===== src/rtl/bram_arbiter.sv =====
// Two-requester arbiter (instruction fetch, load/store) in front of a single-port
// block RAM: one grant per cycle, data priority with a fetch starvation guard.
module bram_arbiter #(
   parameter int ADDR_W     = 18,
   parameter int STARVE_MAX = 4
) (
   input  logic              clk,
   input  logic              reset,
   input  logic              f_req,
   input  logic [31:0]       f_addr,
   output logic              f_gnt,
   output logic              f_rvalid,
   output logic [31:0]       f_rdata,
   output logic              f_err,
   input  logic              d_req,
   input  logic              d_we,
   input  logic [31:0]       d_addr,
   input  logic [31:0]       d_wdata,
   output logic              d_gnt,
   output logic              d_rvalid,
   output logic [31:0]       d_rdata,
   output logic              d_err,
   output logic              mem_en,
   output logic              mem_we,
   output logic [ADDR_W-1:0] mem_addr,
   output logic [31:0]       mem_wdata,
   input  logic [31:0]       mem_rdata
);

   // Handshake: a requester holds req (and its payload) until it sees gnt in the
   // same cycle; the transfer happens on that edge and exactly one rvalid pulse
   // follows in the next cycle. req still high after gnt is a new request.

   localparam int CNT_W = $clog2(STARVE_MAX + 1);
   localparam logic [CNT_W-1:0] STARVE_LIM = CNT_W'(STARVE_MAX);

   typedef enum logic [1:0] {
      OWN_NONE  = 2'd0,
      OWN_FETCH = 2'd1,
      OWN_DATA  = 2'd2
   } owner_t;

   logic [CNT_W-1:0] starve_cnt;
   logic             f_legal;
   logic             d_legal;
   owner_t           rsp_owner;
   owner_t           rsp_owner_next;
   logic             rsp_err;
   logic             rsp_err_next;
   logic             rsp_write;
   logic             rsp_write_next;

   function automatic logic addr_legal(input logic [31:0] a);
      return (a[1:0] == 2'b00) && ((a >> (ADDR_W + 2)) == 32'd0);
   endfunction

   assign f_legal = addr_legal(f_addr);
   assign d_legal = addr_legal(d_addr);

   // Grant logic; the whole arbiter is held quiet while reset is high.
   always_comb begin
      d_gnt = 1'b0;
      f_gnt = 1'b0;
      if (!reset) begin
         d_gnt = d_req && !(f_req && (starve_cnt == STARVE_LIM));
         f_gnt = f_req && !d_gnt;
      end
   end

   always_comb begin
      mem_en    = 1'b0;
      mem_we    = 1'b0;
      mem_addr  = '0;
      mem_wdata = '0;
      if (d_gnt && d_legal) begin
         mem_en    = 1'b1;
         mem_we    = d_we;
         mem_addr  = d_addr[ADDR_W+1:2];
         mem_wdata = d_wdata;
      end else if (f_gnt && f_legal) begin
         mem_en   = 1'b1;
         mem_addr = f_addr[ADDR_W+1:2];
      end
   end

   // Counts consecutive cycles fetch lost to data while requesting.
   always_ff @(posedge clk) begin
      if (reset) begin
         starve_cnt <= '0;
      end else if (!f_req || f_gnt) begin
         starve_cnt <= '0;
      end else if (d_gnt && (starve_cnt != STARVE_LIM)) begin
         starve_cnt <= starve_cnt + 1'b1;
      end
   end

   always_ff @(posedge clk) begin
      if (reset) begin
         rsp_owner <= OWN_NONE;
         rsp_err   <= 1'b0;
         rsp_write <= 1'b0;
      end else begin
         rsp_owner <= rsp_owner_next;
         rsp_err   <= rsp_err_next;
         rsp_write <= rsp_write_next;
      end
   end

   always_comb begin
      rsp_owner_next = OWN_NONE;
      rsp_err_next   = 1'b0;
      rsp_write_next = 1'b0;
      if (d_gnt) begin
         rsp_owner_next = OWN_DATA;
         rsp_err_next   = !d_legal;
         rsp_write_next = d_we;
      end else if (f_gnt) begin
         rsp_owner_next = OWN_FETCH;
         rsp_err_next   = !f_legal;
      end
   end

   // Masking with reset drops a response that was scheduled just before reset.
   always_comb begin
      f_rvalid = !reset && (rsp_owner == OWN_FETCH);
      d_rvalid = !reset && (rsp_owner == OWN_DATA);
      f_err    = f_rvalid && rsp_err;
      d_err    = d_rvalid && rsp_err;
      f_rdata  = (f_rvalid && !rsp_err) ? mem_rdata : 32'd0;
      d_rdata  = (d_rvalid && !rsp_err && !rsp_write) ? mem_rdata : 32'd0;
   end

endmodule


===== config.mk =====
export PLATFORM = sky130hd
export DESIGN_NAME = bram_arbiter
export DESIGN_NICKNAME = d
export VERILOG_FILES = /design/src/rtl/bram_arbiter.sv
export SDC_FILE = /design/constraint.sdc
export NUM_CORES = 1
export LEC_CHECK = 0
export BUFFER_PORTS_ARGS = -buffer_cell sky130_fd_sc_hd__buf_4
export CORE_AREA = 2 2 100 102
export CTS_CLUSTER_SIZE = 30
export DETAILED_ROUTE_END_ITERATION = 8
export DIE_AREA = 0 0 102 104
export HOLD_SLACK_MARGIN = 0.06
export SKIP_CTS_REPAIR_TIMING = 1
export SLEW_MARGIN = 15
export SYNTH_ARGS = -nofsm -noshare
export SYNTH_HDL_FRONTEND = slang
export SYNTH_SLANG_ARGS = --single-unit

===== constraint.sdc =====
create_clock -name clk -period 1.8 [get_ports clk]
set_input_delay 0.18 -clock clk [delete_from_list [all_inputs] [get_ports clk]]
set_output_delay 0.18 -clock clk [all_outputs]
set_load 0.01 [all_outputs]

==> summary.md, run 1 <==
| Metric | Value |
|---|---|
| Status | `finished, violations left` |
| Failing checks | `negative setup slack` |
| Period utilization | `1.11` |
| Setup crit end kind | `primary output` |
| Fin worst setup slack | `-0.198 ns` |
| Hold Path Cell Cnt | `3` |
| Detailed Place HPWL | `7270 µm` |
| Simple-Gate Fraction of Synth Area | `0.545` |
| Antenna cells | `0` |
| Synth Area in Adders | `0.0139` |
| CTS tree | `built` |
| Die area | `0.0106 mm²` |
| Combinational family with the most area after synthesis | `simple AND/OR/NAND/NOR gates` |
| Crit path kind | `register to primary output` |
| GR Util All Layers | `0.144` |
| Pin count of the biggest net entering global routing | `54` |
| Pwr/cell area | `206 mW/mm²` |
| Via count | `2674` |
| LEAKAGE | `2.16 nW` |
| Syn_area_per_cell | `7.12 µm²` |
| Post-synthesis sequential area ratio | `0.0778` |
| Worst Clk Skew | `0.00561 ns` |
| First-pass GRT wire length | `12200 µm` |
| Nets@finish | `642` |
| Endpoints failing setup | `23` |
| Finished Core Util | `0.433` |
| Commonest non-fill, non-tap cell in the layout | `buf_4` |
| Hold WS | `0.202 ns` |
| Synthesized net count | `388` |
| Xor/xnor share of the synthesized area | `0` |
| Min-delay worst type | `input port to register` |
| Antenna-violating nets left | `0` |
| Drt first pass iters | `4` |
| I/O Pins | `255` |
| H-Tree Depth | `1` |
| RSZ-0062 raised after global routing | `true` |
| Final Hold Viols | `0` |
| Slew Limit Headroom | `0.745` |
| Most frequent cells in the layout | `buf_4, and2_1, inv_1, nor3_2, nand3_1` |
| Skew-Pair Late Insertion Delay | `0.23 ns` |
| Synth Area in Compound Gates | `0.176` |
| Peak VDD IR | `0.141 mV` |
| Crit path DAT | `1.82 ns` |
| Multiplexer area fraction after synthesis | `0.00556` |
| IO buf count | `254` |
| Startpoint Class | `register` |
| Layout cells sized above 1 | `0.666` |
| 1st-iter DRT viols | `48` |
| Placer Congestion | `0.766` |
| Initial antenna violation count | `0` |
| Minimum clock period | `2.00 ns` |
| Worst-margin pin slew | `0.383 ns` |
| Clock Pin Slew Worst Setup and Hold Paths | `0.04 ns` |
| Vias/cell | `4.18` |
| Initial Util | `0.189` |
| Clock tree sinks | `7` |
| Worst Reg-to-Reg Cells | `7` |
| Clock Path Buffers | `2` |
| Core area | `0.00955 mm²` |
| Wire length per cell | `13.9 µm` |
| Die width | `102 µm` |
| DRC | `0` |
| Worst endpoint required time | `1.62 ns` |
| Fill cells | `995` |
| Crit Path Max Fanout | `10` |
| Overflow after GRT | `0` |
| Vias in the first global route | `2548` |
| Syn. warnings | `0` |
| Final wirelength | `8850 µm` |
| Die Y | `104 µm` |
| CTS Root Cell | `clkbuf_8` |
| Max_cap viols | `0` |
| Synth cell types | `24` |
| Cts bufs inserted | `3` |
| Max-slew violations | `0` |
| Area of the mapped netlist | `0.00180 mm²` |
| Seq cells post-synth | `7` |
| Row cnt | `36` |
| P&R area growth vs syn | `130%` |
| Highest clock rate | `501 MHz` |
| Synth Instances | `253` |
-- cell families (layout without fill, tap and decap cells) --
logic type      after synthesis  count (layout)
mux                           1               1
buf+inv                      80             333
flops                         7               7
fa+ha+maj                     2               2
compound gates               21              21
simple gates                142             142
-- critical path, cell delays in order (launching register included) --
cell	delay (ns)
dfxtp_2	0.32
inv_2	0.06
ha_4	0.15
nand2_4	0.06
a211o_4	0.37
clkbuf_16	0.19
o32ai_2	0.27
buf_4	0.16
-- flip-flops by register name, indices dropped and copies added, names as in the netlist --
| signal | flops |
|---|---|
| rsp_err | 1 |
| rsp_owner | 2 |
| rsp_write | 1 |
| starve_cnt | 3 |
-- through the flow --
stage / instance area, µm² / instances / power [mW] / TNS [ns] / worst slack, ns
finish: 4140 / 639 / 0.852 / -2.88 / -0.198
detailed placement: 3910 / 629 / 0.605 / 0 / 0.0520
floorplan: 1800 / 253 / 0.300 / 0 / 0.193
global placement: 3910 / 629 / 0.599 / 0 / 0.0965
global route: 4140 / 639 / 0.908 / -7.09 / -0.246
CTS: 3960 / 633 / 0.833 / -6.78 / -0.220
-- final timing paths --
kind	startpoint	to	slack, ns
worst max-delay path	starve_cnt[0]$_SDFFE_PP0P_	mem_addr[12]	-0.20
worst min-delay path	f_req	starve_cnt[2]$_SDFFE_PP0P_	0.20
worst max register to register	starve_cnt[0]$_SDFFE_PP0P_	rsp_err$_SDFF_PP0_	0.30
worst min register to register	starve_cnt[0]$_SDFFE_PP0P_	starve_cnt[0]$_SDFFE_PP0P_	0.42
-- synthesized netlist by cell type --
| master | instances | area, µm² |
|---|---|---|
| and2_1 | 66 | 413 |
| inv_1 | 55 | 206 |
| nor3_2 | 32 | 320 |
| nand3_1 | 20 | 100 |
| o32ai_2 | 18 | 293 |
| buf_2 | 16 | 80.1 |
| dfxtp_1 | 7 | 140 |
| nor2_1 | 6 | 22.5 |
| nor4_1 | 6 | 37.5 |
| clkbuf_1 | 4 | 15.0 |
| nand2_1 | 3 | 11.3 |
| nor3b_2 | 3 | 37.5 |
| buf_4 | 2 | 15.0 |
| ha_1 | 2 | 25.0 |
| inv_2 | 2 | 7.51 |
| nand4_1 | 2 | 12.5 |
| nor2b_1 | 2 | 12.5 |
| a211o_1 | 1 | 8.76 |
| a22o_1 | 1 | 8.76 |
| and2b_1 | 1 | 7.51 |
| and3_1 | 1 | 6.26 |
| clkinv_1 | 1 | 3.75 |
| mux2i_1 | 1 | 10.0 |
| o22ai_1 | 1 | 6.26 |
-- where the power goes --
group / leakage [nW] / switching (mW) / total (mW) / internal, mW
Clock: 0.0228 / 0.0711 / 0.225 / 0.153
Combinational: 2.08 / 0.174 / 0.459 / 0.285
Sequential: 0.0579 / 0.00643 / 0.169 / 0.162
Total: 2.16 / 0.252 / 0.852 / 0.601
-- final cells by class --
class	instances	area (µm²)	area share
clock buffers	4	45.0	0.0109
repair buffers	271	2150	0.519
inverters	58	218	0.0526
flip-flops and latches	7	141	0.0342
multi-input cells	166	1420	0.343
well taps	133	166	0.0402
-- per-layer routing --
metal	vias up	part of all wire	GRT usage
li1	1325	-	-
met1	1175	0.35	0.146
met2	163	0.53	0.279
met3	11	0.11	0.0323
met4	0	0.019	0.0514
met5	-	0	0
Power figures use the tool's default switching activity.
==> inputs of run 2 (changes only) <==
--- a/config.mk
+++ b/config.mk
@@ -6,4 +6,5 @@
 export NUM_CORES = 1
 export LEC_CHECK = 0
+export ABC_CLOCK_PERIOD_IN_PS = 1800
 export BUFFER_PORTS_ARGS = -buffer_cell sky130_fd_sc_hd__buf_4
 export CORE_AREA = 2 2 100 102
==> constraint.sdc (replaced) <==
create_clock -name clk -period 1.8 [get_ports clk]
set_input_delay 0.36 -clock clk [delete_from_list [all_inputs] [get_ports clk]]
set_output_delay 0.36 -clock clk [all_outputs]
set_load 0.01 [all_outputs]
==> run 2 against run 1 <==
Critical path depth unchanged. The flow still finishes with violations (negative setup slack). Non-clock buffer count increased by 10. Utilization increased by 3.7 points. First-iteration DRC count decreased by 38%. Power increased by 2.4%. Fmax decreased by 5.3%. Wire length increased by 4.1%. Cell area increased by 8.5%. Sequential share of layout area decreased by 0.16 points. Register-to-register slack got worse by 0.06 ns.
==> summary.md, run 2 (same netlist as run 1, synthesis figures left out) <==
| Metric | Value |
|---|---|
| Minimum clock period | `2.11 ns (+0.111 ns)` |
| R2R setup slack | `0.24 ns (-0.06 ns)` |
| Wire length per cell | `14.2 µm (+2.5%)` |
| P&R area growth vs syn | `149%` |
| Max-slew violations | `0 (unchanged)` |
| Reg2reg start | `starve_cnt[1]$_SDFFE_PP0P_` |
| Skew-Pair Late Insertion Delay | `0.22 ns (about the same)` |
| Clock Pin Slew Worst Setup and Hold Paths | `0.04 ns (about the same)` |
| RR Endpoint | `rsp_err$_SDFF_PP0_` |
| Die area | `0.0106 mm² (unchanged)` |
| Clock tree sinks | `7 (unchanged)` |
| Worst Clk Skew | `0.000680 ns (-0.00493 ns)` |
| Clock Path Buffers | `2 (unchanged)` |
| Initial Util | `0.189 (unchanged)` |
| H-Tree Depth | `1 (unchanged)` |
| Via count | `2714 (+1.5%)` |
| Die width | `102 µm (unchanged)` |
| Commonest non-fill, non-tap cell in the layout | `buf_4` |
| 1st-iter DRT viols | `30 (-38%)` |
| Endpoints failing setup | `86 (+270%)` |
| Vias in the first global route | `2586 (+1.5%)` |
| Critical Path, Cell by Cell | `inv_2 -> ha_4 -> nand2_2 -> a211o_4 -> clkbuf_16 -> o32ai_2 -> buf_4` |
| Hold path start | `f_req` |
| Pwr/cell area | `194 mW/mm² (-5.7%)` |
| Highest clock rate | `474 MHz (-5.3%)` |
| Fin worst setup slack | `-0.309 ns (-0.111 ns)` |
| I/O Pins | `255 (unchanged)` |
| Detailed Place HPWL | `7330 µm (+0.82%)` |
| Die Y | `104 µm (unchanged)` |
| Most frequent cells in the layout | `buf_4, inv_1, buf_6, and2_1` |
| Drt first pass iters | `4 (unchanged)` |
| Switching share of total power | `0.293 (-0.00232)` |
| Worst Reg-to-Reg Cells | `7 (unchanged)` |
| Worst-margin pin slew | `0.379 ns (-0.00394 ns)` |
| Total power | `873 µW (+2.4%)` |
| Largest register by flop count | `starve_cnt` |
| CP max stage delay | `0.36 ns (about the same)` |
| Final wirelength | `9220 µm (+4.1%)` |
| Core area | `0.00955 mm² (unchanged)` |
| Peak VDD IR | `0.183 mV (+30%)` |
| Min-delay worst type | `input port to register` |
| Crit path DAT | `1.75 ns (-0.07 ns)` |
| CTS Root Cell | `clkbuf_8` |
| Crit path kind | `register to primary output` |
| Period utilization | `1.17 (+0.0617)` |
| DP Worst Slack | `-0.173 ns (-0.225 ns)` |
| LEAKAGE | `2.28 nW (+5.7%)` |
| Sequential power share | `0.194 (-0.004)` |
| End of the worst hold path | `starve_cnt[2]$_SDFFE_PP0P_` |
| Max stage delay cell, worst path | `a211o_4` |
| Final instance area | `0.00449 mm² (+8.5%)` |
| Antenna-violating nets left | `0 (unchanged)` |
| Max_cap viols | `0 (unchanged)` |
| Layout cells sized above 1 | `0.746 (+0.0801)` |
| Hold Path Cell Cnt | `3 (unchanged)` |
| First-pass GRT wire length | `12300 µm (+0.79%)` |
| Vias/cell | `4.18 (about the same)` |
| Fill cells | `961 (-3.4%)` |
| Slew Limit Headroom | `0.747 (+0.00263)` |
| DRC | `0 (unchanged)` |
| Net Switching | `256 µW (+1.6%)` |
| Pin count of the biggest net entering global routing | `34 (-37%)` |
| IO buf count | `254 (unchanged)` |
| Worst endpoint required time | `1.44 ns (-0.18 ns)` |
| Status | `finished, violations left` |
| CTS tree | `built` |
| Row cnt | `36 (unchanged)` |
| Overflow after GRT | `0 (unchanged)` |
| GR Util All Layers | `0.143 (-0.00140)` |
| Failing checks | `negative setup slack` |
| Clk pwr share | `0.246 (-0.017)` |
| Top flop regs | `starve_cnt (3), rsp_owner (2)` |
| Placer Congestion | `0.794 (+3.5%)` |
| Antenna cells | `0 (unchanged)` |
| Crit Path Max Fanout | `7 (-3)` |
| Nets@finish | `652 (+1.6%)` |
| Internal power | `617 µW (+2.7%)` |
| Max reg flops | `3 (unchanged)` |
| Post-Place Cell Area | `0.00395 mm² (+1.0%)` |
| Hold WS | `0.399 ns (+0.197 ns)` |
| Final Hold Viols | `0 (unchanged)` |
| Startpoint Class | `register` |
| RSZ-0062 raised after global routing | `true` |
| Cts bufs inserted | `3 (unchanged)` |
| Initial antenna violation count | `0 (unchanged)` |
| Logic pwr share | `0.560 (+0.021)` |
| Setup crit end kind | `primary output` |
run 2: worst max-delay path: cells and delay by family, from the launching register on:
kind	cells	cell delay, ns
flops	1	0.31
simple gates	1	0.06
buf+inv	3	0.39
compound gates	2	0.61
fa+ha+maj	1	0.14
run 2: stage by stage:
step	std cells	setup TNS (ns)	util
finish	649	-13.23	0.470
detailed placement	636	-6.27	0.414
CTS	640	-18.04	0.419
global route	649	-20.94	0.470
global placement	636	-3.52	0.414
floorplan	253	0	-
run 2: power groups by stage:
| stage | Combinational, mW | Clock [mW] | Sequential [mW] |
|---|---|---|---|
| 5_1_grt | 0.528 | 0.236 | 0.170 |
| 3_5_place_dp | 0.441 | 0 | 0.169 |
| 4_1_cts | 0.442 | 0.222 | 0.166 |
| 6_report | 0.489 | 0.215 | 0.169 |
| 3_3_place_gp | 0.435 | 0 | 0.169 |
| 2_1_floorplan | 0.133 | 0 | 0.167 |
run 2: worst max-delay path by stage:
stage / from / endpoint / slack [ns] / cells past startpoint
after detailed placement: d_addr[22] / mem_we / -0.17 / 6
final: starve_cnt[1]$_SDFFE_PP0P_ / mem_addr[10] / -0.31 / 7
after CTS: starve_cnt[0]$_SDFFE_PP0P_ / mem_addr[0] / -0.36 / 7
after global routing: starve_cnt[1]$_SDFFE_PP0P_ / mem_addr[10] / -0.36 / 7
after global placement: d_addr[29] / mem_wdata[4] / -0.13 / 6
after floorplan: starve_cnt[0]$_SDFFE_PP0P_ / mem_addr[7] / 0.01 / 7
run 2: area by class of cell:
| class | count | area (µm²) | share of cell area |
|---|---|---|---|
| clock buffers | 4 | 45.0 | 0.0100 |
| inverters | 58 | 218 | 0.0485 |
| multi-input cells | 166 | 1530 | 0.341 |
| flip-flops and latches | 7 | 146 | 0.0326 |
| well taps | 133 | 166 | 0.0371 |
| repair buffers | 281 | 2380 | 0.531 |
run 2: layer usage:
metal | vias to the layer above | wire length, µm | GRT usage
li1 | 1343 | - | -
met1 | 1213 | 3250 | 0.150
met2 | 156 | 5050 | 0.281
met3 | 2 | 874 | 0.0376
met4 | 0 | 41 | 0.0219
met5 | - | 0 | 0
